**src/rtl/l2_bank_arbiter.sv**
```systemverilog
// Round-robin arbiter sharing one single-port L2 SRAM bank between several
// TCDM-style (req/gnt/rvalid) masters. One access per cycle is forwarded to the
// bank and the response is routed back to the granted master one cycle later.
module l2_bank_arbiter #(
   parameter int unsigned NUM_MASTERS    = 4,
   parameter int unsigned ADDR_WIDTH     = 32,
   parameter int unsigned DATA_WIDTH     = 32,
   parameter int unsigned MEM_ADDR_WIDTH = 14
) (
   input  logic                                  clk_i,
   input  logic                                  rst_i,
   input  logic [NUM_MASTERS-1:0]                m_req_i,
   output logic [NUM_MASTERS-1:0]                m_gnt_o,
   input  logic [NUM_MASTERS*ADDR_WIDTH-1:0]     m_addr_i,
   input  logic [NUM_MASTERS-1:0]                m_we_i,
   input  logic [NUM_MASTERS*DATA_WIDTH/8-1:0]   m_be_i,
   input  logic [NUM_MASTERS*DATA_WIDTH-1:0]     m_wdata_i,
   output logic [NUM_MASTERS-1:0]                m_rvalid_o,
   output logic [DATA_WIDTH-1:0]                 m_rdata_o,
   output logic                                  mem_req_o,
   output logic [MEM_ADDR_WIDTH-1:0]             mem_addr_o,
   output logic                                  mem_we_o,
   output logic [DATA_WIDTH/8-1:0]               mem_be_o,
   output logic [DATA_WIDTH-1:0]                 mem_wdata_o,
   input  logic [DATA_WIDTH-1:0]                 mem_rdata_i,
   output logic [31:0]                           conflict_cnt_o
);

   localparam int unsigned IdW = (NUM_MASTERS > 1) ? $clog2(NUM_MASTERS) : 1;
   localparam int unsigned BeW = DATA_WIDTH / 8;
   localparam logic [IdW:0]   NumM   = (IdW + 1)'(NUM_MASTERS);
   localparam logic [IdW-1:0] LastId = IdW'(NUM_MASTERS - 1);

   logic [ADDR_WIDTH-1:0] addr_arr  [NUM_MASTERS];
   logic [BeW-1:0]        be_arr    [NUM_MASTERS];
   logic [DATA_WIDTH-1:0] wdata_arr [NUM_MASTERS];

   logic [IdW-1:0] ptr_q, ptr_d;
   logic           resp_valid_q;
   logic [IdW-1:0] resp_id_q;
   logic [31:0]    cnt_q, cnt_d;

   logic           gnt_found;
   logic [IdW-1:0] gnt_id;
   logic [IdW-1:0] cand;
   logic [IdW:0]   sum;
   logic [IdW:0]   req_cnt;
   logic           contention;

   // Upper address bits are decoded upstream; only the word index is used here.
   logic unused_addr;
   assign unused_addr = ^m_addr_i;

   // Unpack the flat master buses into per-master arrays.
   always_comb begin
      for (int unsigned i = 0; i < NUM_MASTERS; i++) begin
         addr_arr[i]  = m_addr_i[i*ADDR_WIDTH +: ADDR_WIDTH];
         be_arr[i]    = m_be_i[i*BeW +: BeW];
         wdata_arr[i] = m_wdata_i[i*DATA_WIDTH +: DATA_WIDTH];
      end
   end

   // Round-robin pick: first requester at or above the pointer, wrapping.
   always_comb begin
      gnt_found = 1'b0;
      gnt_id    = '0;
      cand      = '0;
      sum       = '0;
      m_gnt_o   = '0;
      for (int unsigned i = 0; i < NUM_MASTERS; i++) begin
         sum = {1'b0, ptr_q} + (IdW + 1)'(i);
         if (sum >= NumM) begin
            sum = sum - NumM;
         end
         cand = sum[IdW-1:0];
         if (!gnt_found && m_req_i[cand]) begin
            gnt_found = 1'b1;
            gnt_id    = cand;
         end
      end
      if (gnt_found) begin
         m_gnt_o[gnt_id] = 1'b1;
      end
   end

   // Steer the granted master's access onto the SRAM port.
   always_comb begin
      mem_req_o   = gnt_found;
      mem_we_o    = gnt_found & m_we_i[gnt_id];
      mem_be_o    = be_arr[gnt_id];
      mem_wdata_o = wdata_arr[gnt_id];
      mem_addr_o  = addr_arr[gnt_id][MEM_ADDR_WIDTH+1:2];
   end

   // Next pointer and saturating contention count.
   always_comb begin
      ptr_d   = ptr_q;
      cnt_d   = cnt_q;
      req_cnt = '0;
      for (int unsigned i = 0; i < NUM_MASTERS; i++) begin
         req_cnt = req_cnt + (IdW + 1)'(m_req_i[i]);
      end
      contention = (req_cnt >= (IdW + 1)'(2));
      if (gnt_found) begin
         ptr_d = (gnt_id == LastId) ? '0 : gnt_id + 1'b1;
      end
      if (contention && (cnt_q != 32'hFFFF_FFFF)) begin
         cnt_d = cnt_q + 32'd1;
      end
   end

   // State registers; reset also drops any response in flight.
   always_ff @(posedge clk_i) begin
      if (rst_i) begin
         ptr_q        <= '0;
         resp_valid_q <= 1'b0;
         resp_id_q    <= '0;
         cnt_q        <= '0;
      end else begin
         ptr_q        <= ptr_d;
         resp_valid_q <= gnt_found;
         resp_id_q    <= gnt_id;
         cnt_q        <= cnt_d;
      end
   end

   // Route the single-cycle-latency response back to the owning master.
   always_comb begin
      m_rvalid_o = '0;
      if (resp_valid_q) begin
         m_rvalid_o[resp_id_q] = 1'b1;
      end
      m_rdata_o      = mem_rdata_i;
      conflict_cnt_o = cnt_q;
   end

endmodule

```
**config.mk**
```make
export PLATFORM = sky130hd
export DESIGN_NAME = l2_bank_arbiter
export DESIGN_NICKNAME = d
export VERILOG_FILES = /design/src/rtl/l2_bank_arbiter.sv
export SDC_FILE = /design/constraint.sdc
export NUM_CORES = 1
export LEC_CHECK = 0
export ABC_AREA = 1
export CELL_PAD_IN_SITES_DETAIL_PLACEMENT = 1
export CELL_PAD_IN_SITES_GLOBAL_PLACEMENT = 2
export CORE_MARGIN = 8
export CORE_UTILIZATION = 11
export CTS_CLUSTER_DIAMETER = 150
export DETAILED_ROUTE_END_ITERATION = 8
export PLACE_DENSITY_LB_ADDON = 0.1
export RECOVER_POWER = 50
export SETUP_SLACK_MARGIN = 0.05
export SLEW_MARGIN = 10
export SYNTH_ARGS = -nofsm -noshare
export SYNTH_HDL_FRONTEND = slang
export SYNTH_SLANG_ARGS = --single-unit
export TNS_END_PERCENT = 1
```
**constraint.sdc**
```tcl
create_clock -name clk_i -period 2.1 [get_ports clk_i]
set_input_delay 0.42 -clock clk_i [delete_from_list [all_inputs] [get_ports clk_i]]
set_output_delay 0.42 -clock clk_i [all_outputs]
set_load 0.005 [all_outputs]
```
==> impl_metrics.sql, run 1 <==
INSERT INTO impl_metrics (metric_group, metric, value, unit) VALUES
('drt', 'wl_per_cell', '18.7', 'um'),
('global_routing', 'global_route.peak_usage_layer', 'met2', ''),
('clock_network', 'path_clk_slew', '0.06', 'ns'),
('global_routing', 'grt_start_max_net_pins', '37', ''),
('power_and_ir_drop', 'powerDensity', '1570', 'nW/um2'),
('power_and_ir_drop', 'internal_power', '7.81', 'mW'),
('global_routing', 'grt_pass1_vias', '6712', ''),
('synth', 'netlist_area', '4540', 'um2'),
('sta', 'timing.setup.tns', '-33.30', 'ns'),
('worst_setup_path', 'ff2ff_setup_slack', '0', 'ns'),
('worst_setup_path', 'worstReg2RegStart', 'ptr_q[0]', ''),
('sta', 'clock-skew-final', '0.00446', 'ns'),
('placement', 'dpl-instance-area', '8430', 'um2'),
('clock_network', 'cts_made_buffers', '5', ''),
('die', 'floorplan_die_area', '48000', 'um2'),
('job', 'max_cap_viol_count', '0', ''),
('sta', 'layout_worst_path_cycle_share', '132', '%'),
('die', 'core_region_area', '40700', 'um2'),
('worst_setup_path', 'path_class', 'flop to output pin', ''),
('power_and_ir_drop', 'p_seq_share', '5.5', '%'),
('synth', 'synth_compound_gate_area_share', '18.3', '%'),
('synth', 'postSynth.topFlopCell', 'dfxtp_1', ''),
('finish', 'post_route_cells_drive_above_1_share', '18.2', '%'),
('drt', 'dr_total_vias', '6411', ''),
('outcome', 'violations', 'setup timing', ''),
('worst_setup_path', 'worst-endpoint-required', '1.68', 'ns'),
('power_and_ir_drop', 'leakage', '4.22', 'nW'),
('worst_setup_path', 'worst_setup_path_start_kind', 'flop', ''),
('hold_path', 'min_delay_path_depth', '2', ''),
('finish', 'num-fill-cells', '5033', ''),
('synth', 'ys_ff_latch', '37', ''),
('worst_setup_path', 'crit_fanout', '7', ''),
('clock_network', 'cts_h_tree_depth', '2', ''),
('global_routing', 'global_route.usage.met2', '22.6', '%'),
('drt', 'routed_antenna_nets', '0', ''),
('global_routing', 'congestion_overflow_gr', '0', ''),
('power_and_ir_drop', 'fin_total_pwr', '14.6', 'mW'),
('synth', 'yosys-mux-area-fraction', '0', '%'),
('drt', 'finalWirelength', '31900', 'um'),
('global_routing', 'gr-usage-all-layers', '12.0', '%'),
('die', 'row_count', '74', ''),
('power_and_ir_drop', 'power.share.switching', '46.6', '%'),
('synth', 'synthAdderAreaFrac', '1.82', '%'),
('placement', 'dpl.cell_count', '1659', ''),
('drt', 'first_pass_iters', '4', ''),
('sta', 'setup_ws', '-0.672', 'ns'),
('die', 'die_width', '219', 'um'),
('synth', 'postSynthNetCount', '1149', ''),
('finish', 'fin_nets', '1492', ''),
('drt', 'drt_first_iter_violations', '188', ''),
('clock_network', 'clock_latency', '0.29', 'ns'),
('clock_network', 'cts_tree', 'done', ''),
('synth', 'main_combinational_cell_family_by_area_after_synthesis', 'simple AND/OR/NAND/NOR gates', ''),
('sta', 'setup_violations', '57', ''),
('clock_network', 'cts-root-buf', 'clkbuf_16', ''),
('outcome', 'result_of_the_run', 'finished, violations left', ''),
('worst_setup_path', 'r2r_end', 'ptr_q[1]', ''),
('sta', 'timing.fmax', '361', 'MHz'),
('clock_network', 'ctsLongestPathBuffers', '2', ''),
('worst_setup_path', 'critical_path_arrival', '2.35', 'ns'),
('worst_setup_path', 'r2r_cells', '14', ''),
('placement', 'pre_cts_ws', '-1.19', 'ns'),
('die', 'floorplan.die.height', '219', 'um'),
('sta', 'worstMarginPinSlew', '0.509', 'ns'),
('synth', 'synthesis.yosys.warnings', '0', ''),
('die', 'num_io_pins', '438', ''),
('power_and_ir_drop', 'combPwrFrac', '88.3', '%'),
('clock_network', 'cts_num_sinks', '37', ''),
('sta', 'finalCriticalPeriod', '2.77', 'ns'),
('synth', 'synth_seq_area_share', '16.3', '%'),
('power_and_ir_drop', 'irDropWorstVdd', '0.504', 'mV');
==> power groups by stage <==
stage	combinational (mW)	sequential [mW]	clock, mW
2_1_floorplan	5.34	0.791	0
3_3_place_gp	11.7	0.795	0
3_5_place_dp	11.5	0.795	0
4_1_cts	11.8	0.781	0.962
5_1_grt	14.3	0.803	0.985
6_report	12.9	0.797	0.914
==> area by class of cell <==
class | instances | area, um2 | area share [%]
timing repair buffer | 409 | 4130 | 44.4
multi-input combinational | 618 | 3180 | 34.2
sequential | 37 | 748 | 8.05
tap | 532 | 666 | 7.16
inverter | 101 | 394 | 4.24
clock buffer | 7 | 143 | 1.53
clock inverter | 1 | 30.0 | 0.323
antenna | 2 | 5.00 | 0.0538
==> cells in the final DEF, fill, tap and decap left out, drive strengths merged, types with 22 or more instances in the layout <==
cell	synthesis	layout
a21oi	28	28
buf	65	116
clkbuf	10	26
clkdlybuf4s50	0	230
dfxtp	37	37
dlymetal6s2s	0	26
inv	101	101
nand2	250	252
nand3	22	22
nor2	146	146
nor3	22	22
o211ai	50	50
o21ai	59	59
==> cell usage after synthesis, drive strengths merged (4+ instances only) <==
| cell type | n |
|---|---|
| ha | 5 |
| nand2 | 250 |
| inv | 101 |
| nand4 | 9 |
| nor2 | 146 |
| xor2 | 14 |
| buf | 65 |
| dfxtp | 37 |
| o21ai | 59 |
| xnor2 | 4 |
| nand3 | 22 |
| clkbuf | 10 |
| a21oi | 28 |
| o211ai | 50 |
| nor3 | 22 |
==> metrics by stage <==
step           hold WS (ns)  utilization, %
2_1_floorplan         0.474               -
3_3_place_gp          0.497            20.7
3_5_place_dp          0.503            20.7
4_1_cts               0.513            21.3
5_1_grt               0.535            22.8
6_report              0.498            22.8
==> state kept, by name, indices dropped and copies added, names as in the netlist <==
| signal | count |
|---|---|
| resp_id_q | 2 |
| ptr_q | 2 |
| conflict_cnt_o | 32 |
| resp_valid_q | 1 |
==> routing by layer <==
metal	routed length [um]	share of wire (%)	up-vias
li1	-	-	3285
met1	12200	38	2974
met2	17100	54	139
met3	2360	7.4	11
met4	196	0.62	2
met5	13	0.041	-
==> worst max-delay path by stage <==
stage / startpoint / endpoint / cells after the start
3_3_place_gp: m_req_i[3] / mem_wdata_o[24] / 15
3_5_place_dp: m_req_i[1] / mem_wdata_o[26] / 15
2_1_floorplan: ptr_q[0] / m_gnt_o[1] / 15
4_1_cts: ptr_q[0] / mem_addr_o[9] / 14
6_report: ptr_q[0] / m_gnt_o[0] / 15
5_1_grt: ptr_q[0] / mem_wdata_o[26] / 17
==> what timing repair did <==
item                                    CTS  global route
gates cloned                              1             8
buffers inserted                          1            28
hold buffers                              0             0
endpoints found under the setup margin   88            73
pin swaps                                 4            29
gates resized for setup                  50           155
==> critical path, cell delays in order (launching register included) <==
cell	delay, ns
dfxtp_4	0.38
buf_8	0.15
nand2_4	0.06
nand3_4	0.09
nand2_4	0.06
nor2_4	0.17
nand3_4	0.12
nand3_4	0.13
nand2_8	0.07
buf_12	0.14
buf_6	0.13
buf_12	0.14
ha_1	0.18
nand2_1	0.06
inv_1	0.03
dlymetal6s2s_1	0.14
==> cells by family after synthesis <==
logic type / Yosys count
buffers and inverters: 176
adders and majority gates: 6
xor gates and xnor gates: 18
DFF: 37
AOI/OAI and AO/OA: 139
and+or+nand+nor: 453
No activity file was read; power rests on OpenSTA's default activity.
==> run 2, diff against run 1 <==
--- a/config.mk
+++ b/config.mk
@@ -15,7 +15,7 @@
 export PLACE_DENSITY_LB_ADDON = 0.1
 export RECOVER_POWER = 50
 export SETUP_SLACK_MARGIN = 0.05
-export SLEW_MARGIN = 10
+export SLEW_MARGIN = 15
 export SYNTH_ARGS = -nofsm -noshare
 export SYNTH_HDL_FRONTEND = slang
 export SYNTH_SLANG_ARGS = --single-unit
==> results of run 2 <==
The final DEF is identical to that of run 1; final timing and power are the same.
==> run 3, diff against run 2 <==
--- a/config.mk
+++ b/config.mk
@@ -12,7 +12,7 @@
 export CORE_UTILIZATION = 11
 export CTS_CLUSTER_DIAMETER = 150
 export DETAILED_ROUTE_END_ITERATION = 8
-export PLACE_DENSITY_LB_ADDON = 0.1
+export PLACE_DENSITY = 0.87
 export RECOVER_POWER = 50
 export SETUP_SLACK_MARGIN = 0.05
 export SLEW_MARGIN = 15
==> impl_metrics.sql, run 3 (synthesis results as in run 1) <==
INSERT INTO impl_metrics (metric_group, metric, value, unit) VALUES
('outcome', 'result_of_the_run', 'finished, violations left', ''),
('outcome', 'violations', 'setup timing', ''),
('hold_path', 'min_path_type', 'flop to flop', ''),
('sta', 'setup_violations', '58', ''),
('finish', 'num-fill-cells', '5014', ''),
('global_routing', 'grt_pass1_vias', '7454', ''),
('clock_network', 'cts_h_tree_depth', '2', ''),
('hold_path', 'min_delay_path_depth', '2', ''),
('placement', 'place.port_buffers', '301', ''),
('clock_network', 'cts_tree', 'done', ''),
('worst_setup_path', 'crit_fanout', '5', ''),
('sta', 'final-hold-violation-count', '0', ''),
('drt', 'drt_first_iter_violations', '239', ''),
('clock_network', 'cts_hold_buffers', '0', ''),
('power_and_ir_drop', 'leakage', '4.26', 'nW'),
('die', 'effective_utilization_at_floorplan', '11.1', '%'),
('finish', 'layout.cells.most_common', 'clkdlybuf4s50_1', ''),
('finish', 'n_antenna_cell', '0', ''),
('drt', 'drc_errors', '0', ''),
('drt', 'routed_antenna_nets', '0', ''),
('sta', 'finalCriticalPeriod', '2.93', 'ns'),
('worst_setup_path', 'critical_path_arrival', '2.51', 'ns'),
('clock_network', 'ctsLongestPathBuffers', '2', ''),
('global_routing', 'grt_start_max_net_pins', '27', ''),
('worst_setup_path', 'worst_path_largest_cell_delay', '0.38', 'ns'),
('sta', 'maxSlewHeadroom', '67.5', '%'),
('worst_setup_path', 'cell_chain_critical_path', 'buf_6 -> nand2_4 -> nand2_4 -> buf_6 -> o21ai_4 -> nand3_4 -> nand2_4 -> nand2_8 -> buf_12 -> buf_8 -> buf_12 -> buf_16 -> o211ai_1 -> nand2_1 -> buf_2', ''),
('die', 'die_width', '219', 'um'),
('drt', 'routed_vias_inst', '3.87', ''),
('placement', 'gp_routability_congestion', '0.810', ''),
('drt', 'finalWirelength', '28200', 'um'),
('sta', 'worstMarginPinSlew', '0.487', 'ns'),
('worst_setup_path', 'worst_setup_path_start_kind', 'flop', ''),
('worst_setup_path', 'path_class', 'flop to output pin', ''),
('die', 'core_region_area', '40700', 'um2'),
('global_routing', 'antenna_found_initial', '3', ''),
('worst_setup_path', 'worst-endpoint-required', '1.68', 'ns'),
('worst_setup_path', 'worstSetupEndpointType', 'output pin', ''),
('finish', 'syn2layout_area_growth', '118', '%'),
('die', 'floorplan_die_area', '48000', 'um2'),
('clock_network', 'path_clk_slew', '0.06', 'ns'),
('sta', 'clock-skew-final', '0.00658', 'ns'),
('die', 'num_io_pins', '438', ''),
('sta', 'whs', '0.497', 'ns'),
('finish', 'post_route_cells_drive_above_1_share', '26.8', '%'),
('drt', 'wl_per_cell', '16.3', 'um'),
('clock_network', 'cts_num_sinks', '37', ''),
('finish', 'layout.cells.most_common_list', 'clkdlybuf4s50_1 (224), nand2_1 (216), nor2_1 (112)', ''),
('finish', 'fin_nets', '1523', ''),
('sta', 'finalMaxSlewViolations', '0', ''),
('sta', 'timing.fmax', '341', 'MHz'),
('sta', 'layout_worst_path_cycle_share', '139', '%'),
('die', 'floorplan.die.height', '219', 'um'),
('global_routing', 'congestion_overflow_gr', '0', ''),
('clock_network', 'cts-root-buf', 'clkbuf_16', ''),
('drt', 'first_pass_iters', '4', ''),
('global_routing', 'gr-usage-all-layers', '11.1', '%'),
('worst_setup_path', 'r2r_cells', '15', ''),
('worst_setup_path', 'critical-path-slowest-cell', 'dfxtp_4', ''),
('global_routing', 'grt_pass1_wl', '41900', 'um'),
('drt', 'dr_total_vias', '6717', ''),
('worst_setup_path', 'cpMostUsedCell', 'nand2_4', ''),
('sta', 'grt_setup_unrepaired', 'yes', ''),
('finish', 'utilization_after_layout', '24.3', '%'),
('power_and_ir_drop', 'irDropWorstVdd', '0.824', 'mV'),
('sta', 'setup_ws', '-0.829', 'ns'),
('clock_network', 'clock_latency', '0.28', 'ns'),
('die', 'row_count', '74', ''),
('job', 'max_cap_viol_count', '0', ''),
('placement', 'place.detailed.hpwl', '22000', 'um'),
('finish', 'max_ffs_per_register', '32', ''),
('clock_network', 'cts_made_buffers', '5', ''),
('power_and_ir_drop', 'powerDensity', '1750', 'nW/um2');
run 3: changes by cell type in the layout (fill, tap and decap cells not counted), sizes merged:
cell,change
dlygate4sd2,-1
diode,-2
dlymetal6s2s,-26
bufinv,-1
clkdlybuf4s50,-6
buf,+73
clkdlybuf4s15,+3
clkinvlp,+1
clkbuf,-17
dlygate4sd3,+6
nand2,-2
run 3: what timing repair did:
item                       in CTS  in global routing
cloned                         14                  0
setup endpoints to repair      89                 89
pin swaps                      61                 35
buffers inserted               43                  8
gates resized for setup       375                 63
run 3: layout make-up:
class                           count  area, um2  area share, %
Clock buffer                        7        143           1.44
Timing Repair Buffer              441       4550           46.0
Inverter                          101        408           4.12
Tap cell                          532        666           6.72
Multi-Input combinational cell    616       3370           34.0
Sequential cell                    37        748           7.56
Timing Repair inverter              1       16.3          0.164
run 3: metrics by stage:
stage                     setup TNS (ns)  cells  total power, mW  instance area [um2]  setup slack (ns)
final                             -40.34   1735             17.3                 9900            -0.829
after global routing              -47.17   1735             18.8                 9900            -0.921
after CTS                         -41.74   1728             17.2                 9700            -0.814
after detailed placement          -86.54   1664             12.5                 8440             -1.28
after global placement            -81.54   1664             12.3                 8440             -1.21
after floorplan                        0    829             6.13                 4570            0.0313
run 3: power breakdown:
part	internal, mW	switching, mW
logic	8.34	7.44
registers	0.754	0.0499
clock network	0.466	0.286
total	9.56	7.77
run 3: worst max-delay path, delay by kind of cell (launching register included):
kind | cells | cell delay, ns
AOI/OAI and AO/OA | 2 | 0.41
buffers and inverters | 7 | 0.93
DFF | 1 | 0.38
and+or+nand+nor | 6 | 0.50
run 3: metal layers:
| layer | GRT usage, % | part of all wire (%) | vias to the layer above |
|---|---|---|---|
| met5 | 0 | 0.081 | - |
| met4 | 2.27 | 1.9 | 4 |
| met3 | 3.25 | 6.9 | 32 |
| met2 | 20.6 | 51 | 226 |
| met1 | 12.3 | 40 | 3106 |
| li1 | - | - | 3349 |
run 3: path summary, 6_finish.rpt:
check	to	slack, ns	startpoint
max reg2reg	ptr_q[1]	-0.03	ptr_q[0]
min	conflict_cnt_o[27]	0.50	conflict_cnt_o[27]
max	mem_addr_o[10]	-0.83	ptr_q[0]
min reg2reg	conflict_cnt_o[27]	0.50	conflict_cnt_o[27]
